===== config.mk =====
export PLATFORM = sky130hd
export DESIGN_NAME = term_writer
export DESIGN_NICKNAME = d
export VERILOG_FILES = /design/src/rtl/term_writer.sv
export SDC_FILE = /design/constraint.sdc
export NUM_CORES = 1
export LEC_CHECK = 0
export ABC_AREA = 1
export CORE_MARGIN = 4
export CORE_UTILIZATION = 58
export DETAILED_ROUTE_END_ITERATION = 10
export HOLD_SLACK_MARGIN = 0.15
export PLACE_DENSITY = 0.85
export SETUP_SLACK_MARGIN = 0.2
export SLEW_MARGIN = 5
export SYNTH_ARGS = -nofsm -noshare
export SYNTH_HDL_FRONTEND = slang
export SYNTH_SLANG_ARGS = --single-unit

===== constraint.sdc =====
create_clock -name i_clk -period 4.5 [get_ports i_clk]
set_input_delay 0.9 -clock i_clk [delete_from_list [all_inputs] [get_ports i_clk]]
set_output_delay 0.9 -clock i_clk [all_outputs]
set_load 0.05 [all_outputs]

===== src/rtl/term_writer.sv =====
// Serial-terminal character engine: turns an accepted byte stream into VRAM cell writes
// and cursor moves. Optional horizontal-tab support is enabled by defining TERM_TAB_EN.
module term_writer #(
  parameter int COLS     = 60,
  parameter int ROWS     = 17,
  parameter int TAB_STOP = 8
) (
  input  logic        i_clk,
  input  logic        i_rst,
  input  logic [7:0]  i_data,
  input  logic        i_valid,
  output logic        o_ready,
  output logic [10:0] o_vram_addr,
  output logic [7:0]  o_vram_data,
  output logic        o_vram_ce,
  output logic [5:0]  o_cursor_x,
  output logic [4:0]  o_cursor_y
);

  typedef enum logic [1:0] {IDLE, CLRLINE, CLRALL} state_t;

  localparam logic [5:0] LastCol = 6'(COLS - 1);
  localparam logic [4:0] LastRow = 5'(ROWS - 1);
  localparam logic [7:0] Space   = 8'h20;

  state_t      r_state;
  logic [5:0]  r_x;
  logic [4:0]  r_y;
  logic [5:0]  r_sweepX;
  logic [4:0]  r_sweepY;
  logic        r_vramCe;
  logic [10:0] r_vramAddr;
  logic [7:0]  r_vramData;

  logic       w_printable;
  logic [4:0] w_nextRow;

  assign w_printable = (i_data >= 8'h20) && (i_data != 8'h7F);
  // Bottom row wraps back to the top: VRAM is write-only, so there is no scroll.
  assign w_nextRow   = (r_y == LastRow) ? 5'd0 : r_y + 5'd1;

`ifdef TERM_TAB_EN
  logic [6:0] w_tabRaw;
  logic [5:0] w_tabX;

  assign w_tabRaw = {1'b0, r_x | 6'(TAB_STOP - 1)} + 7'd1;
  assign w_tabX   = (w_tabRaw > {1'b0, LastCol}) ? LastCol : w_tabRaw[5:0];
`endif

  always_ff @(posedge i_clk) begin
    if (i_rst) begin
      r_state    <= CLRALL;
      r_x        <= '0;
      r_y        <= '0;
      r_sweepX   <= '0;
      r_sweepY   <= '0;
      r_vramCe   <= 1'b0;
      r_vramAddr <= '0;
      r_vramData <= '0;
    end else begin
      r_vramCe <= 1'b0;
      case (r_state)
        IDLE: begin
          if (i_valid) begin
            if (w_printable) begin
              r_vramCe   <= 1'b1;
              r_vramAddr <= {r_y, r_x};
              r_vramData <= i_data;
              if (r_x == LastCol) begin
                r_x     <= '0;
                r_y     <= w_nextRow;
                r_state <= CLRLINE;
              end else begin
                r_x <= r_x + 6'd1;
              end
            end else begin
              case (i_data)
                8'h0D: r_x <= '0;
                8'h0A: begin
                  r_y     <= w_nextRow;
                  r_state <= CLRLINE;
                end
                8'h08: begin
                  if (r_x != 6'd0) begin
                    r_x        <= r_x - 6'd1;
                    r_vramCe   <= 1'b1;
                    r_vramAddr <= {r_y, r_x - 6'd1};
                    r_vramData <= Space;
                  end
                end
                8'h0C: begin
                  r_x     <= '0;
                  r_y     <= '0;
                  r_state <= CLRALL;
                end
`ifdef TERM_TAB_EN
                8'h09: r_x <= w_tabX;
`endif
                default: ;
              endcase
            end
          end
        end

        // Sweep counters always rest at zero in IDLE, so both sweeps start at column 0.
        CLRLINE: begin
          r_vramCe   <= 1'b1;
          r_vramAddr <= {r_y, r_sweepX};
          r_vramData <= Space;
          if (r_sweepX == LastCol) begin
            r_sweepX <= '0;
            r_state  <= IDLE;
          end else begin
            r_sweepX <= r_sweepX + 6'd1;
          end
        end

        CLRALL: begin
          r_vramCe   <= 1'b1;
          r_vramAddr <= {r_sweepY, r_sweepX};
          r_vramData <= Space;
          if (r_sweepX == LastCol) begin
            r_sweepX <= '0;
            if (r_sweepY == LastRow) begin
              r_sweepY <= '0;
              r_state  <= IDLE;
            end else begin
              r_sweepY <= r_sweepY + 5'd1;
            end
          end else begin
            r_sweepX <= r_sweepX + 6'd1;
          end
        end

        default: r_state <= CLRALL;
      endcase
    end
  end

  assign o_ready     = (r_state == IDLE);
  assign o_vram_ce   = r_vramCe;
  assign o_vram_addr = r_vramAddr;
  assign o_vram_data = r_vramData;
  assign o_cursor_x  = r_x;
  assign o_cursor_y  = r_y;

endmodule


## Word level (Yosys, flattened, before mapping)

Cells that the tools add are included.

- Bits of input ports: 11
- Register bits after elaboration: 44

- Muxes and demuxes: 33
- Add/subtract/negate cells: 5
- Reduce and logical (&&, ||, !) cells: 15
- $lt $le $gt $ge: 1
- Equal/unequal tests: 21

Operator list:

| operator | count |
|---|---|
| 11-bit two-way mux | 4 |
| 11-bit one-hot mux with 3 select lines | 1 |
| 8-bit by 4-bit == test with 1-bit output, second input constant | 4 |
| 8-bit two-way mux | 4 |
| 6-bit two-way mux | 4 |
| 5-bit two-way mux | 4 |
| 8-bit one-hot mux with 2 select lines | 1 |
| 4-bit AND reduction | 4 |
| 6-bit by 1-bit adder with 6-bit output, second input constant | 2 |
| 6-bit == test, second input constant | 2 |
| 2-bit two-way mux | 6 |
| 6-bit one-hot mux with 2 select lines | 1 |
| 5-bit by 1-bit adder with 5-bit output, second input constant | 2 |
| 5-bit == test, second input constant | 2 |
| 5-bit one-hot mux with 2 select lines | 1 |
| 3-bit nonzero test | 3 |
| 8-bit by 6-bit greater-or-equal comparator with 1-bit output, second input constant | 1 |
| 2-bit inequality test, second input constant | 4 |
| 8-bit by 7-bit inequality test with 1-bit output, second input constant | 1 |
| 3-bit by 1-bit inequality test with 1-bit output, second input constant | 2 |
| 2-bit one-hot mux with 3 select lines | 1 |
| 6-bit AND reduction | 1 |
| 6-bit nonzero test | 1 |
| 6-bit by 1-bit subtractor with 6-bit output, second input constant | 1 |
| other kinds (14) | 18 |

## Depth between registers and ports, before layout

- Depth in word-level cells: 6
- Gate-level depth with buffers: 12

## Worst setup path before layout

Ideal clock, no wire load.

- Kind: input port to flip-flop
- From: input i_data[7]
- To: register r_vramAddr[0], in the netlist o_vram_addr[0]
- Cell stages on the path: 11
- Data arrival time: 1.864 ns
- Setup slack: 2.522 ns
- Required time: 4.386 ns
- Setup time: 0.114 ns
- Path through: inv_2 > nand2_2 > nor2_2 > inv_2 > nand2_4 > nand3_4 > nand2_4 > inv_2 > buf_6 > o21ai_1 > nor2_1

- Cells in the longest elaborated chain, start to end: 5

RTL lines:

| element | line | RTL |
|---|---|---|
| start, declared | 10 | `input logic [7:0] i_data,` |
| 8-bit by 6-bit greater-or-equal comparator with 1-bit output / 8-bit by 7-bit inequality test with 1-bit output (equally long branches) | 38 | `assign w_printable = (i_data >= 8'h20) && (i_data != 8'h7F);` |
| 1-bit logical AND | 38 |  |
| 11-bit two-way mux | 65 | `if (w_printable) begin` |
| 11-bit two-way mux | 64 | `if (i_valid) begin` |
| 11-bit one-hot mux with 3 select lines | 62 | `case (r_state)` |
| end signal, assigned | 67 | `r_vramAddr <= {r_y, r_x};` |
| end signal, assigned | 87 | `r_vramAddr <= {r_y, r_x - 6'd1};` |
| end signal, assigned | 108 | `r_vramAddr <= {r_y, r_sweepX};` |
| end, declared | 32 | `logic [10:0] r_vramAddr;` |

Parallel ways exist; a longest one is shown, timed or not. The select of a mux whose other input is x is not followed.
A chain may end at the register's enable or synchronous reset.

## Final worst setup path

- From: register r_state[0]
- To: output o_ready

- Cells in the longest elaborated chain, start to end: 1

RTL lines:

| element | line | RTL |
|---|---|---|
| start, declared | 26 | `state_t r_state;` |
| start signal, assigned | 52 | `r_state <= CLRALL;` |
| start signal, assigned | 72 | `r_state <= CLRLINE;` |
| start signal, assigned | 81 | `r_state <= CLRLINE;` |
| 2-bit zero test | 140 | `assign o_ready = (r_state == IDLE);` |
| end, declared | 12 | `output logic o_ready,` |

No other way between the ends.

==> results by group <==
Status
  – Status: completed

Clock network
  – Resized Gates After CTS: 0
  – Clock Sinks: 44
  – Clock Latency Late Sink: 0.30 ns
  – Setup bufs post-CTS: 0
  – Clock slew at reported path FFs: 0.09 ns
  – Htree depth: 2
  – Clock buffer depth: 2
  – Root buffer cell: clkbuf_8
  – Num CTS Buffers: 5
  – Post-cts hold buffer count: 0
  – CTS tree: built

Die
  – Rows: 24
  – Die height: 76.3 µm
  – Starting Density: 60.9%
  – Core area: 4440 µm²
  – Die footprint: 5830 µm²
  – Num ports: 43
  – Die Span X: 76.3 µm

Worst setup path
  – Crit Path Max Fanout: 7
  – CP startpoint: r_state[0]$_SDFFE_PP0P_
  – Worst path cell trace: inv_1 > ha_1 > clkdlybuf4s50_1
  – CP arrival: 2.02 ns
  – Worst Path Buf+Inv: 2
  – Critical Path Sink Type: output pin
  – Critical-path cell with the highest stage delay: clkdlybuf4s50_1
  – Crit-path max cell delay: 0.88 ns
  – Reg2reg start: r_state[0]$_SDFFE_PP0P_
  – Internal reg-to-reg setup slack: 2.16 ns
  – Delay-heaviest family, CP: buffers and inverters
  – CP Launch Type: register
  – Crit Path Category: register to output pin
  – Worst path required time: 3.60 ns

Yosys
  – Mapped Cells: 393
  – Area contributors post-synth: dfxtp_1 33%, nor2_1 11%, nand2_1 9.7%
  – Syn Std Cell Area: 2710 µm²
  – Ys flop type: dfxtp_1
  – Avg Inst Size Synth: 6.89 µm²
  – Biggest area consumer among synthesized cells: dfxtp_1
  – EDFF count, synth: 0
  – Distinct cells, synth: 33
  – Yosys reg bits: 44
  – Synthesized Nets: 417
  – Synth top area share: 32.5%
  – Synth async-reset ratio: 0%
  – Share of the yosys chip area belonging to registers: 32.5%
  – Synth warn: 0

Drt
  – Avg WL per Cell: 13.1 µm
  – Vias: 2652
  – Final WL: 6340 µm
  – Pre-antenna DRT Iters: 5
  – Met2 WL post-DR: 2930 µm
  – Initial DRC count: 203
  – Via/cell ratio: 5.48
  – DRC: 0
  – Met1 WL: 2840 µm
  – DRT antenna net count: 0
  – Highest metal used: met4
  – Routed length on met3: 469 µm

Timing
  – Hold slack: 0.469 ns
  – Fin Setup TNS: 0 ns
  – Final setup viols: 0
  – Skew final: 0.00668 ns
  – Worst Max-Slew Pin Slew: 0.940 ns
  – Fmax: 0.342 GHz
  – Final period utilization: 64.9%
  – Final hold vios: 0
  – Final slew viol count: 0
  – RSZ-0062 raised after global routing: no
  – Slew HR: 37.3%
  – Final min period: 2.92 ns

Global routing
  – Antenna violations before repair: 0
  – GRT Total Usage: 22.3%
  – First-pass GRT wire length: 10800 µm
  – Largest net degree at the start of global routing: 32
  – Vias in the first global route: 2355
  – GRT overflow: 0

Power and ir drop
  – Leakage: 1.34 nW
  – Max VDD drop: 0.305 mV
  – Pwr/cell area: 599 nW/µm²

Place
  – Hpwl dp: 4670 µm
  – Gpl congestion: 0.888
  – IO Port Bufs: 42

Final layout
  – Ant. Diodes: 0
  – Syn-to-layout area delta: 18.4%
  – Commonest non-fill, non-tap cells in the layout: 77 x nor2_1, 70 x nand2_1, 44 x dfxtp_1, 42 x inv_1, 42 x clkdlybuf4s50_1
  – Proportion of layout cells with a drive suffix above 1: 9.26%
  – Commonest non-fill, non-tap cell in the layout: nor2_1
  – Final nets: 455

Job
  – Max_cap viols: 0

Hold path
  – Worst Hold Class: register to register
  – Hold Startpoint: o_vram_data[6]$_SDFFE_PP0P_
## flip-flops by register name, indices dropped and copies added (netlist names)
signal and count:
o_vram_data 8, o_vram_addr 11, r_state 2, r_sweepY 5, o_vram_ce 1, r_sweepX 6, o_cursor_x 6, o_cursor_y 5
## power breakdown
| group | switching, mW | total, mW | leakage [nW] | internal [mW] |
|---|---|---|---|---|
| sequential | 0.0692 | 0.551 | 0.359 | 0.482 |
| combinational | 0.755 | 1.10 | 0.941 | 0.347 |
| clock | 0.144 | 0.268 | 0.0434 | 0.124 |
## layout make-up
cell class              count  area, µm²
clock buffers               6       82.6
multi-input cells         290       1560
fillers                   372       1240
clock inverters             2       15.0
flip-flops and latches     44        881
inverters                  48        185
well taps                  52       65.1
repair buffers             42        420
## final timing paths
kind / cells past startpoint / endpoint
setup / recovery: 3 / o_ready
hold / removal: 2 / o_vram_data[6]$_SDFFE_PP0P_
setup reg to reg: 7 / o_vram_addr[8]$_SDFFE_PP0P_
hold reg to reg: 2 / o_vram_data[6]$_SDFFE_PP0P_
## logic make-up after synthesis
logic type,count (synthesis),synth area share [%]
adders and majority gates,13,6.01
xor gates and xnor gates,13,4.21
AOI/OAI and AO/OA,63,12.9
DFF,44,32.5
buffers and inverters,59,9.98
and+or+nand+nor,201,34.3
## per-stage QoR
step                cells  cell area [µm²]  power, mW  setup slack (ns)  utilization [%]
global placement      476             3110       1.62              1.68             69.9
detailed placement    476             3110       1.64              1.64             69.9
CTS                   484             3210       1.92              1.59             72.1
finish                484             3210       1.92              1.58             72.1
floorplan             393             2710       1.40              2.52                -
global route          484             3210       2.05              1.54             72.1
## tightest hold or removal path: cells and delay by family (launching register included)
| family | cells | cell delay, ns |
|---|---|---|
| compound gates | 1 | 0.05 |
| simple gates | 1 | 0.06 |
| flops | 1 | 0.32 |
## Yosys cell counts (5+ instances only)
master   instances
o21ai_1          8
buf_6            5
o22ai_1          7
a21oi_1         23
inv_1           42
ha_1            13
nand2_1         70
nand2_2          5
o21ai_0         17
nand3_1         15
dfxtp_1         44
nor2_1          77
nand4_1          9
nor3_1           7
xor2_1          11
nor2_2           5
nand2_4          5
## routing by layer
metal / GRT usage [%] / vias to the layer above
li1: - / 1336
met1: 30.2 / 1190
met2: 35.6 / 110
met3: 4.85 / 16
met4: 6.70 / 0
met5: 0 / -
No activity file was read; power rests on OpenSTA's default activity.
